$ cat src/rtl/stack_sequencer.sv
// Stack push/pop sequencer: one stack memory transfer per set bit of a 16-bit register mask.
// Build option STACK_SEQ_POP_SKIP_SP_EN: a pop of bit 4 (SP) reads memory but drops the write-back.
module stack_sequencer (
    input  logic        clk,
    input  logic        reset,
    input  logic        start,
    input  logic        pop,
    input  logic [15:0] mask,
    input  logic [15:0] sp_in,
    input  logic [15:0] reg_data,
    output logic        mem_req,
    output logic        mem_we,
    output logic [15:0] mem_addr,
    output logic [15:0] mem_wdata,
    input  logic        mem_ack,
    input  logic [15:0] mem_rdata,
    output logic [3:0]  reg_sel,
    output logic        reg_wr,
    output logic [15:0] reg_wdata,
    output logic [15:0] sp_out,
    output logic        sp_wr,
    output logic        busy,
    output logic        done
);

    typedef enum logic [1:0] {
        IDLE   = 2'd0,
        XFER   = 2'd1,
        FINISH = 2'd2
    } state_t;

    state_t      state_q, state_d;
    logic [15:0] pend_q, pend_d;
    logic        dir_q, dir_d;
    logic [15:0] sp_q, sp_d;
    logic        mem_req_q, mem_req_d;
    logic        mem_we_q, mem_we_d;
    logic [15:0] mem_addr_q, mem_addr_d;
    logic [15:0] mem_wdata_q, mem_wdata_d;
    logic [3:0]  reg_sel_q, reg_sel_d;
    logic [15:0] sp_out_q, sp_out_d;
    logic        sp_wr_q, sp_wr_d;
    logic        busy_q, busy_d;
    logic        done_q, done_d;

    logic        ack_s;
    logic        skip_s;
    logic        wb_en_s;
    logic [15:0] pend_clr_s;
    logic [15:0] sp_dec_s;
    logic [15:0] sp_inc_s;
    logic [15:0] sp_after_s;

    // Push services the lowest set bit first, pop the highest set bit first.
    function automatic logic [3:0] pick_bit(input logic [15:0] bits, input logic from_top);
        logic [3:0] idx;
        idx = 4'd0;
        for (int i = 0; i < 16; i++) begin
            if (from_top) begin
                idx = bits[i] ? 4'(i) : idx;
            end else begin
                idx = bits[15 - i] ? 4'(15 - i) : idx;
            end
        end
        return idx;
    endfunction

    assign ack_s      = mem_req_q & mem_ack;
    assign pend_clr_s = pend_q & ~(16'd1 << reg_sel_q);
    assign sp_dec_s   = sp_q - 16'd2;
    assign sp_inc_s   = sp_q + 16'd2;
    assign sp_after_s = dir_q ? sp_inc_s : sp_q;

`ifdef STACK_SEQ_POP_SKIP_SP_EN
    assign skip_s = (reg_sel_q == 4'd4);
`else
    assign skip_s = 1'b0;
`endif

    // Write-back strobe lives only in the acknowledged cycle, so it follows mem_ack directly.
    assign wb_en_s   = ack_s & dir_q & ~skip_s;
    assign reg_wr    = wb_en_s;
    assign reg_wdata = wb_en_s ? mem_rdata : 16'h0000;

    // Next-state and next-output computation for the sequencer.
    always_comb begin
        state_d     = state_q;
        pend_d      = pend_q;
        dir_d       = dir_q;
        sp_d        = sp_q;
        mem_req_d   = mem_req_q;
        mem_we_d    = mem_we_q;
        mem_addr_d  = mem_addr_q;
        mem_wdata_d = mem_wdata_q;
        reg_sel_d   = reg_sel_q;
        sp_out_d    = sp_out_q;
        sp_wr_d     = 1'b0;
        busy_d      = busy_q;
        done_d      = 1'b0;

        case (state_q)
            IDLE: begin
                busy_d = 1'b0;
                if (start) begin
                    pend_d    = mask;
                    dir_d     = pop;
                    sp_d      = sp_in;
                    reg_sel_d = pick_bit(mask, pop);
                    busy_d    = 1'b1;
                    if (mask == 16'h0000) begin
                        state_d  = FINISH;
                        sp_wr_d  = 1'b1;
                        done_d   = 1'b1;
                        sp_out_d = sp_in;
                    end else begin
                        state_d = XFER;
                    end
                end else begin
                    state_d = IDLE;
                end
            end

            XFER: begin
                if (mem_req_q) begin
                    if (mem_ack) begin
                        mem_req_d = 1'b0;
                        pend_d    = pend_clr_s;
                        sp_d      = sp_after_s;
                        reg_sel_d = pick_bit(pend_clr_s, dir_q);
                        if (pend_clr_s == 16'h0000) begin
                            state_d  = FINISH;
                            sp_wr_d  = 1'b1;
                            done_d   = 1'b1;
                            sp_out_d = sp_after_s;
                        end else begin
                            state_d = XFER;
                        end
                    end else begin
                        mem_req_d = 1'b1;
                    end
                end else if (pend_q == 16'h0000) begin
                    state_d  = FINISH;
                    sp_wr_d  = 1'b1;
                    done_d   = 1'b1;
                    sp_out_d = sp_q;
                end else begin
                    // Issue cycle: push pre-decrements SP, pop reads at the current SP.
                    mem_req_d = 1'b1;
                    mem_we_d  = ~dir_q;
                    if (dir_q) begin
                        mem_addr_d  = sp_q;
                        mem_wdata_d = 16'h0000;
                    end else begin
                        mem_addr_d  = sp_dec_s;
                        mem_wdata_d = reg_data;
                        sp_d        = sp_dec_s;
                    end
                end
            end

            FINISH: begin
                state_d = IDLE;
                busy_d  = 1'b0;
            end

            default: begin
                state_d   = IDLE;
                mem_req_d = 1'b0;
                busy_d    = 1'b0;
            end
        endcase
    end

    // State and output registers, cleared asynchronously so a reset abandons any sequence.
    always_ff @(posedge clk or posedge reset) begin
        if (reset) begin
            state_q     <= IDLE;
            pend_q      <= 16'h0000;
            dir_q       <= 1'b0;
            sp_q        <= 16'h0000;
            mem_req_q   <= 1'b0;
            mem_we_q    <= 1'b0;
            mem_addr_q  <= 16'h0000;
            mem_wdata_q <= 16'h0000;
            reg_sel_q   <= 4'd0;
            sp_out_q    <= 16'h0000;
            sp_wr_q     <= 1'b0;
            busy_q      <= 1'b0;
            done_q      <= 1'b0;
        end else begin
            state_q     <= state_d;
            pend_q      <= pend_d;
            dir_q       <= dir_d;
            sp_q        <= sp_d;
            mem_req_q   <= mem_req_d;
            mem_we_q    <= mem_we_d;
            mem_addr_q  <= mem_addr_d;
            mem_wdata_q <= mem_wdata_d;
            reg_sel_q   <= reg_sel_d;
            sp_out_q    <= sp_out_d;
            sp_wr_q     <= sp_wr_d;
            busy_q      <= busy_d;
            done_q      <= done_d;
        end
    end

    assign mem_req   = mem_req_q;
    assign mem_we    = mem_we_q;
    assign mem_addr  = mem_addr_q;
    assign mem_wdata = mem_wdata_q;
    assign reg_sel   = reg_sel_q;
    assign sp_out    = sp_out_q;
    assign sp_wr     = sp_wr_q;
    assign busy      = busy_q;
    assign done      = done_q;

endmodule

$ cat config.mk
export PLATFORM = sky130hd
export DESIGN_NAME = stack_sequencer
export DESIGN_NICKNAME = d
export VERILOG_FILES = /design/src/rtl/stack_sequencer.sv
export SDC_FILE = /design/constraint.sdc
export NUM_CORES = 1
export LEC_CHECK = 0
export CORE_ASPECT_RATIO = 0.9
export CORE_MARGIN = 2
export CORE_UTILIZATION = 46
export CTS_CLUSTER_DIAMETER = 50
export DETAILED_ROUTE_END_ITERATION = 6
export PLACE_DENSITY = 0.77
export RECOVER_POWER = 25
export SLEW_MARGIN = 20
export SYNTH_ARGS = -nofsm -noshare
export SYNTH_HDL_FRONTEND = slang
export SYNTH_SLANG_ARGS = --single-unit
export TNS_END_PERCENT = 100
$ cat constraint.sdc
create_clock -name clk -period 2.72 [get_ports clk]
set_input_delay 0.544 -clock clk [delete_from_list [all_inputs] [get_ports clk]]
set_output_delay 0.544 -clock clk [all_outputs]
set_load 0.01 [all_outputs]
; Yosys cells after proc, flatten, opt, wreduce, memory -nomap -nowiden
; Index checks and enable logic that the tools add are counted.
[word_totals]
out_inout_bits = 74
inputBits = 69
ff_bits = 91
elab_cells = 204
[classes]
n_reduce_logical = 12
n_mux = 160
shift = 1
bitwise_logic = 7
addsub = 2
n_eq_ne = 10
[op_table]
columns = cell, n
row1 = two-way mux 4 bit, 119
row2 = two-way mux 16 bit, 17
row3 = case mux 16 bit (2 select lines), 3
row4 = logical NOT 16 bit, 3
row5 = adder 16 x 2 -> 16 bit (second input constant), 1
row6 = AND 16 bit, 1
row7 = NOT 16 bit, 1
row8 = left shift 1 x 4 -> 16 bit (first input constant), 1
row9 = subtractor 16 x 2 -> 16 bit (second input constant), 1
row10 = two-way mux 2 bit, 6
row11 = inequality test 3 bit (second input constant), 4
row12 = two-way mux 1 bit, 10
row13 = inequality test 2 bit (second input constant), 4
row14 = case mux 4 bit (2 select lines), 1
row15 = AND reduction 4 bit, 2
row16 = case mux 1 bit (2 select lines), 3
row17 = AND reduction 6 bit, 1
row18 = case mux 2 bit (2 select lines), 1
row19 = AND reduction 2 bit, 2
row20 = NOT 1 bit, 3
row21 = AND reduction 3 bit, 1
row22 = AND 1 bit, 2
row23 = == test 2 x 1 -> 1 bit (second input constant), 1
row24 = == test 2 bit (second input constant), 1
row25 = other kinds (3), 3

; Logic depth before layout (Yosys ltp)
; Gate-level depths: netlist (run 1).
[depth]
depth_word = 50
ltp_mapped = 10

; Worst setup path before layout (run 1)
; OpenSTA, ideal clock, no wires.
[synth_timing]
path_type = register to register
startpoint = reg reg_sel_q[2], in the netlist reg_sel[2]
endpoint = reg sp_out_q[0], in the netlist sp_out[0]
synth_period_minus_slack_ps = 2357
t_required_ps = 2595
t_arrival_ps = 2232
stages_incl_launch_ff = 10
slack_ps = 363
cell_sequence = dfrtp_1 -> buf_6 -> or4_1 -> nor2_1 -> o211ai_1 -> nor4_4 -> o211a_1 -> buf_6 -> buf_12 -> mux2_4
[synth_via]
elab_chain_len = 6
[synth_rtl]
columns = item, line_no
row1 = "start, declared", 40  ; logic [3:0] reg_sel_q, reg_sel_d;
row2 = "start signal, assigned", 199  ; reg_sel_q <= reg_sel_d;
row3 = left shift 1 x 4 -> 16 bit, 69  ; assign pend_clr_s = pend_q & ~(16'd1 << reg_sel_q);
row4 = NOT 16 bit, 69
row5 = AND 16 bit, 69
row6 = logical NOT 16 bit, 130  ; if (pend_clr_s == 16'h0000) begin
row7 = inequality test 3 bit (no source line), -
row8 = AND reduction 6 bit (no source line), -
row9 = "end signal, assigned", 200  ; sp_out_q <= sp_out_d;
row10 = "end, declared", 41  ; logic [15:0] sp_out_q, sp_out_d;
; Every way passes these cells.
; A chain may end at the register's enable or synchronous reset.

; Worst setup path after layout (run 1)
[layout_timing]
startpoint = in mem_ack
endpoint = out reg_wdata[7]
[layout_via]
elab_chain_len = 3
[layout_rtl]
columns = item, line_no
row1 = "start, declared", 15  ; input logic mem_ack,
row2 = AND 1 bit, 68  ; assign ack_s = mem_req_q & mem_ack;
row3 = AND 1 bit, 81  ; assign wb_en_s = ack_s & dir_q & ~skip_s;
row4 = two-way mux 16 bit, 83  ; assign reg_wdata = wb_en_s ? mem_rdata : 16'h0000;
row5 = "end, declared", 19  ; output logic [15:0] reg_wdata,
; Every way passes these cells.

==> run_results.csv, run 1 <==
group,metric,value,unit
place,gp_congestion,0.9567,
timing,fin_crit_sh,0.9760,
floorplanning,ioPinCount,143,
global_route,grt_pass1_wl,31.89,mm
global_route,grt_overflow_total,0,
critical_path,cp-start-kind,"input port",
timing,timing_hold_violations_final,0,
synthesis,synth_top_family_by_area,"compound AO/OA/AOI/OAI gates",
synthesis,syn_nets,852,
floorplanning,num_rows,40,
drt,route.vias.total,6562,
cells_and_area,nets,1021,
job,drv_cap,0,
critical_path,cp_common_cell,"clkdlybuf4s50_1",
critical_path,arrival,2.11,ns
drt,initialDrtViolationCount,825,
cts,cts_buffers,9,
drt,antenna_left,0,
cts,insertion_delay,0.35,ns
timing,rsz0062_at_grt,"no",
critical_path,crit_type,"input port to primary output",
global_route,grt_max_degree,68,
floorplanning,die_w,126.8,um
synthesis,ys_warn_count,0,
cts,cts_tree,"built",
cells_and_area,fillers,1163,
cts,clkSlewWorstSetupHoldPaths,0.07,ns
global_route,grt_util_all_layers,0.2774,
floorplanning,fp.coreArea,0.01331,mm^2
global_route,grt_pass1_vias,6030,
cts,cts_sinks,91,
floorplanning,initial_core_util,0.4689,
synthesis,synth_edf_count,0,
floorplanning,dieArea,0.01452,mm^2
critical_path,crit_required,2.18,ns
timing,skew,0.008063,ns
power,ir_worst_vdd,0.7713,mV
power,powerDensity,1211,mW/mm^2
drt,viasPerCell,5.848,
cells_and_area,syn2layout_area_growth,36.50,%
cells_and_area,post-route-util,0.6400,
place,numPortBuffers,142,
synthesis,synth.avg_cell_area,7.993,um^2
critical_path,cpPeakStageDelay,0.55,ns
cells_and_area,n_antenna_cell,0,
timing,setup_tns,0,ns
synthesis,synth_area,0.006242,mm^2
timing,timing.fmax,376.7,MHz
synthesis,synth.area.mux_share,0.04891,
critical_path,crit_fanout,17,
timing,setup_viol,0,
synthesis,synth_top_area_frac,0.3648,
critical_path,crit_chain,"clkdlybuf4s50_1 > and3_1 > buf_12 > and2_1 > clkdlybuf4s50_1",
synthesis,yosys.area_share.simple,0.2391,
synthesis,ys_seq_area_frac,0.3648,
drt,drc_errors,0,
synthesis,async_flop_share,1.000,
synthesis,synth_ff_type,"dfrtp_1",
power,p_leak,3.522,nW
timing,relSlewSlack,0.2736,
run_status,status,"complete, no violations",
critical_path,cpLargestDelayFamily,"buffers and inverters",
synthesis,netlist_top_cells_area,"dfrtp_1 (36%), o21ai_0 (7.4%), nand2_1 (6.9%)",
timing,min_period,2.655,ns
drt,drt_pass1_iterations,6,
synthesis,synth_area_leader_cell,"dfrtp_1",
critical_path,end_kind,"primary output",
drt,routedWlPerCell,17.77,um
cts,htreeDepth,3,
global_route,antenna_found_initial,0,
place,place.detailed.hpwl,15.01,mm
timing,drv_slew,0,
critical_path,critPathSlowestCell,"clkdlybuf4s50_1",
synthesis,synth_compound_area_frac,0.2399,
cts,cts_root_buf,"clkbuf_16",
synthesis,yosys.area_share.adder,0.004009,
hold_path,hold_class,"flop to flop",
synthesis,yosys_register_bits,91,
synthesis,synth_cell_types,76,
synthesis,synth_xor_xnor_area_share,0.04069,
cells_and_area,layout-drive-gt1-share,0.1373,
drt,drt-total-wl,19.94,mm
cts,clock_path_buffers,2,
critical_path,critPathBufInv,3,
floorplanning,die_h,114.5,um
timing,worst_slew_pin_slew,1.084,ns
synthesis,synth_cells,781,
==> final cells by class <==
class | instances | area, um^2 | share of cell area
Multi-Input combinational cell | 605 | 3581 | 0.4203
Sequential cell | 91 | 2281 | 0.2677
Timing Repair Buffer | 221 | 2087 | 0.2449
Clock buffer | 10 | 239.0 | 0.02805
Tap cell | 168 | 210.2 | 0.02467
Inverter | 22 | 83.83 | 0.009838
Clock inverter | 5 | 38.79 | 0.004552
==> synthesized netlist by cell type (all sizes together) (5+ instances only) <==
cell and n:
and2 21, nor3 14, o22ai 9, a31oi 14, nand2b 7, mux2 16, xnor2 21, o211ai 6
a21o 5, inv 22, nor2b 7, nor4 12, nand2 115, nor2 71, mux2i 11, o21ai 93
o31ai 5, o31a 5, clkbuf 44, nand3 11, a21oi 60, dfrtp 91, xor2 8, nand4 10
buf 19
==> sequential cells by signal (all words and copies together) (netlist names) <==
register   flops
mem_wdata     16
reg_sel        4
mem_req        1
mem_we         1
busy           1
sp_out        16
sp_q          16
state_q        2
pend_q        16
mem_addr      16
done           1
dir_q          1
==> cells by family (layout without fill, tap and decap cells) <==
group / after synthesis / after routing
multiplexers: 27 / 27
XOR/XNOR: 29 / 29
AO/OA/AOI/OAI: 244 / 244
flip-flops: 91 / 91
AND/OR/NAND/NOR: 303 / 303
adder cells (fa/ha/maj): 2 / 2
buffers and inverters: 85 / 258
==> repair_timing <==
| action | 4_1_cts | 5_1_grt |
|---|---|---|
| setup endpoints to repair | 0 | 15 |
| hold endpoints to repair | 0 | 0 |
| hold buffers | 0 | 0 |
| resized for setup | 0 | 4 |
| buffers inserted | 0 | 3 |
==> per-layer routing <==
| layer | part of all wire | wire length, um | up-vias | track usage |
|---|---|---|---|---|
| met5 | 0 | 0 | - | 0 |
| met4 | 0.017 | 344 | 0 | 0.06374 |
| met3 | 0.11 | 2203 | 33 | 0.08224 |
| met2 | 0.43 | 8515 | 393 | 0.4238 |
| met1 | 0.45 | 8873 | 3005 | 0.3914 |
| li1 | - | - | 3131 | - |
==> per-stage QoR <==
step | instances | power (mW) | hold WS [ns] | worst slack [ns] | instance area, um^2
after floorplan | 781 | 6.477 | 0.4847 | 0.3629 | 6246
after global placement | 1104 | 8.866 | 0.4616 | -0.1762 | 8230
after detailed placement | 1104 | 8.987 | 0.4700 | -0.2047 | 8230
after CTS | 1119 | 10.23 | 0.4846 | 0.04282 | 8508
after global routing | 1122 | 11.09 | 0.5117 | 0.008262 | 8521
final | 1122 | 10.31 | 0.4788 | 0.06539 | 8521
==> path summary, 6_finish.rpt <==
path	from	to	slack, ns	cells past startpoint
setup / recovery	mem_ack	reg_wdata[7]	0.07	5
hold / removal	mem_wdata[10]	mem_wdata[10]	0.48	2
setup reg to reg	reg_sel[0]	sp_out[12]	0.12	9
hold reg to reg	mem_wdata[10]	mem_wdata[10]	0.48	2
max in group asynchronous	reset	sp_q[0]	0.68	3
min in group asynchronous	reset	mem_wdata[3]	0.85	2
==> placed cells by master (no fill, tap or decap), types with 4 or more instances in the layout <==
cell type	n
clkdlybuf4s50_1	140
nand2_1	114
o21ai_0	92
dfrtp_1	88
buf_4	72
nor2_1	71
a21oi_1	60
inv_1	21
xnor2_1	21
and2_1	21
a31oi_1	14
nor3_1	13
mux2_2	12
nand3_1	11
mux2i_1	11
nand4_1	9
nor4_1	9
clkbuf_16	9
o22ai_1	8
xor2_1	8
nand2b_1	7
nor2b_1	6
o211ai_1	6
buf_12	6
o31ai_1	5
o31a_1	5
a21o_1	5
or3_1	4
o311a_1	4
and3_1	4
mux2_4	4
or2_2	4
a32oi_1	4
o2111ai_1	4
clkinvlp_4	4
==> worst register-to-register path, delay by kind of cell (launching register included) <==
| kind | cells | cell delay [ns] |
|---|---|---|
| AND/OR/NAND/NOR | 3 | 0.93 |
| buffers and inverters | 3 | 0.49 |
| flip-flops | 1 | 0.40 |
| multiplexers | 1 | 0.35 |
| AO/OA/AOI/OAI | 2 | 0.33 |
==> where the power goes <==
group / switching, mW / internal, mW / leakage, nW
clock network: 0.551 / 0.642 / 0.123
registers: 0.749 / 2.01 / 1.12
logic: 3.41 / 2.95 / 2.28
total: 4.71 / 5.61 / 3.52
(Power assumes the default switching activity.)
==> run 2: changes to the inputs <==
Settings changed: CORE_UTILIZATION 46 to 51, PLACE_DENSITY 0.77 to 0.81.
Clock period 2.72 ns to 3.02 ns, I/O delays scaled along.
==> run 2 against run 1 <==
Worst setup slack improved by 0.14 ns. Utilization grew 4.4 points. Design area fell by 3.8%. Critical path depth grew 2. Count of clock-buffer cells in the layout stayed put. Clock skew increased by 0.0022 ns. First-iteration DRC count is 29% lower.
==> run_results.csv, run 2 (synthesis gave the netlist of run 1 again) <==
group,metric,value,unit
run_status,status,"complete, no violations",
timing,setup_tns,0,ns
timing,skew,0.01024,ns
timing,setup_viol,0,
cells_and_area,nets,984,
cts,cts_sinks,91,
critical_path,reg2reg_depth,7,
drt,initialDrtViolationCount,582,
drt,drc_errors,0,
floorplanning,fp.coreArea,0.01198,mm^2
power,ir_worst_vdd,0.7555,mV
global_route,grt_pass1_vias,6067,
cts,cts_buffers,9,
drt,viasPerCell,6.110,
job,drv_cap,0,
timing,min_period,2.811,ns
critical_path,r2r_start,"reg_sel[1]",
cells_and_area,final_area,0.008194,mm^2
place,numPortBuffers,142,
cts,insertion_delay,0.35,ns
hold_path,hp-start,"mem_addr[3]",
global_route,grt_overflow_total,0,
timing,fin_crit_sh,0.9308,
critical_path,end_kind,"flop",
cells_and_area,layout.cells.non_filler,1077,
timing,relSlewSlack,0.3260,
floorplanning,initial_core_util,0.5210,
hold_path,hold-path-endpoint,"mem_addr[3]",
power,p_leak,3.351,nW
global_route,grt_pass1_wl,31.86,mm
critical_path,arrival,3.04,ns
drt,drt-total-wl,20.34,mm
floorplanning,die_w,120.6,um
floorplanning,ioPinCount,143,
critical_path,cp-start-kind,"flop",
critical_path,crit_required,3.25,ns
cells_and_area,n_antenna_cell,0,
cells_and_area,layout-drive-gt1-share,0.09924,
hold_path,holdPathStages,2,
place,gp_congestion,0.9902,
place,place_area,0.007913,mm^2
timing,drv_slew,0,
global_route,antenna_found_initial,0,
place,place.detailed.hpwl,15.05,mm
cts,clkSlewWorstSetupHoldPaths,0.06,ns
cts,clock_path_buffers,2,
critical_path,crit_fanout,20,
critical_path,critPathSlowestCell,"dfrtp_1",
cts,cts_tree,"built",
cells_and_area,final_cell_mix,"clkdlybuf4s50_1 (140), nand2_1 (114), o21ai_0 (92)",
critical_path,crit_chain,"or3b_1 > o22ai_2 > nand2_1 > nor4_4 > o211a_1 > buf_12 > mux2_2",
cells_and_area,final_common_cell,"clkdlybuf4s50_1",
cts,cts_setup_buffers,0,
critical_path,crit_type,"flop to flop",
power,power,9.060,mW
global_route,grt_util_all_layers,0.3103,
floorplanning,dieArea,0.01314,mm^2
timing,timing.fmax,355.8,MHz
drt,antenna_left,0,
drt,drt_pass1_iterations,5,
critical_path,r2r_end,"sp_out[9]",
timing,rsz0062_at_grt,"no",
drt,routedWlPerCell,18.88,um
hold_path,hold_class,"flop to flop",
place,dpl.cell_count,1062,
cts,cts_root_buf,"clkbuf_16",
critical_path,reg2reg_slack,0.21,ns
cts,htreeDepth,3,
critical_path,cpPeakStageDelay,0.64,ns
drt,route.vias.total,6581,
floorplanning,die_h,109.0,um
floorplanning,num_rows,38,
global_route,grt_max_degree,74,
timing,timing_hold_violations_final,0,
cells_and_area,syn2layout_area_growth,31.27,%
timing,worst_slew_pin_slew,1.011,ns
power,powerDensity,1106,mW/mm^2
## run 2: cell count changes in the layout (fill, tap and decap cells not counted), moves of 3 or more
cell,change
buf_12,-4
dfrtp_1,+3
buf_4,-33
dfrtp_2,-3
clkinvlp_4,-4
clkinv_2,+3
## run 2: area by class of cell
cell class,count,area [um^2]
fillers,1002,3787
clock buffers,10,239.0
clock inverters,5,53.80
flip-flops and latches,91,2277
multi-input cells,605,3578
repair buffers,184,1762
well taps,160,200.2
inverters,22,83.83
## run 2: per-layer routing
layer,wire length [um],vias up,track usage
met5,0,-,0
li1,-,3052,-
met2,8742,391,0.4681
met4,546,0,0.1221
met3,2249,49,0.07688
met1,8799,3089,0.4308
## run 2: worst max-delay path, delay by kind of cell, from the launching register on
family	cells	cell delay, ns
AOI/OAI and AO/OA	2	0.47
buffers and inverters	1	0.16
DFF	1	0.64
muxes	1	0.34
and+or+nand+nor	3	1.08
## run 2: worst max path at each step
stage | depth (start not counted) | start | slack, ns | end
2_1_floorplan | 1 | reset | 0.05 | busy
3_3_place_gp | 9 | mask[13] | 0.16 | sp_out[10]
3_5_place_dp | 9 | mask[13] | 0.06 | sp_out[9]
4_1_cts | 4 | mem_ack | 0.08 | reg_wdata[13]
5_1_grt | 8 | reg_sel[1] | 0.04 | sp_out[11]
6_report | 7 | reg_sel[1] | 0.21 | sp_out[9]
## run 2: what timing repair did
item / in CTS / in global routing
endpoints found under the hold margin: 0 / 0
endpoints found under the setup margin: 0 / 3
gates resized for setup: 0 / 1
hold buffers: 0 / 0
## run 2: stage by stage
stage	hold slack (ns)	util	setup WS [ns]
finish	0.4783	0.6839	0.2090
global route	0.5004	0.6839	0.03934
CTS	0.4837	0.6848	0.07537
detailed placement	0.4706	0.6604	0.06138
global placement	0.4645	0.6604	0.1633
floorplan	0.4847	-	0.05239
## run 2: where the power goes
| part | internal [mW] | switching [mW] | total (mW) |
|---|---|---|---|
| clock network | 0.656 | 0.463 | 1.12 |
| registers | 1.81 | 0.824 | 2.63 |
| logic | 2.40 | 2.91 | 5.31 |
| total | 4.86 | 4.20 | 9.06 |
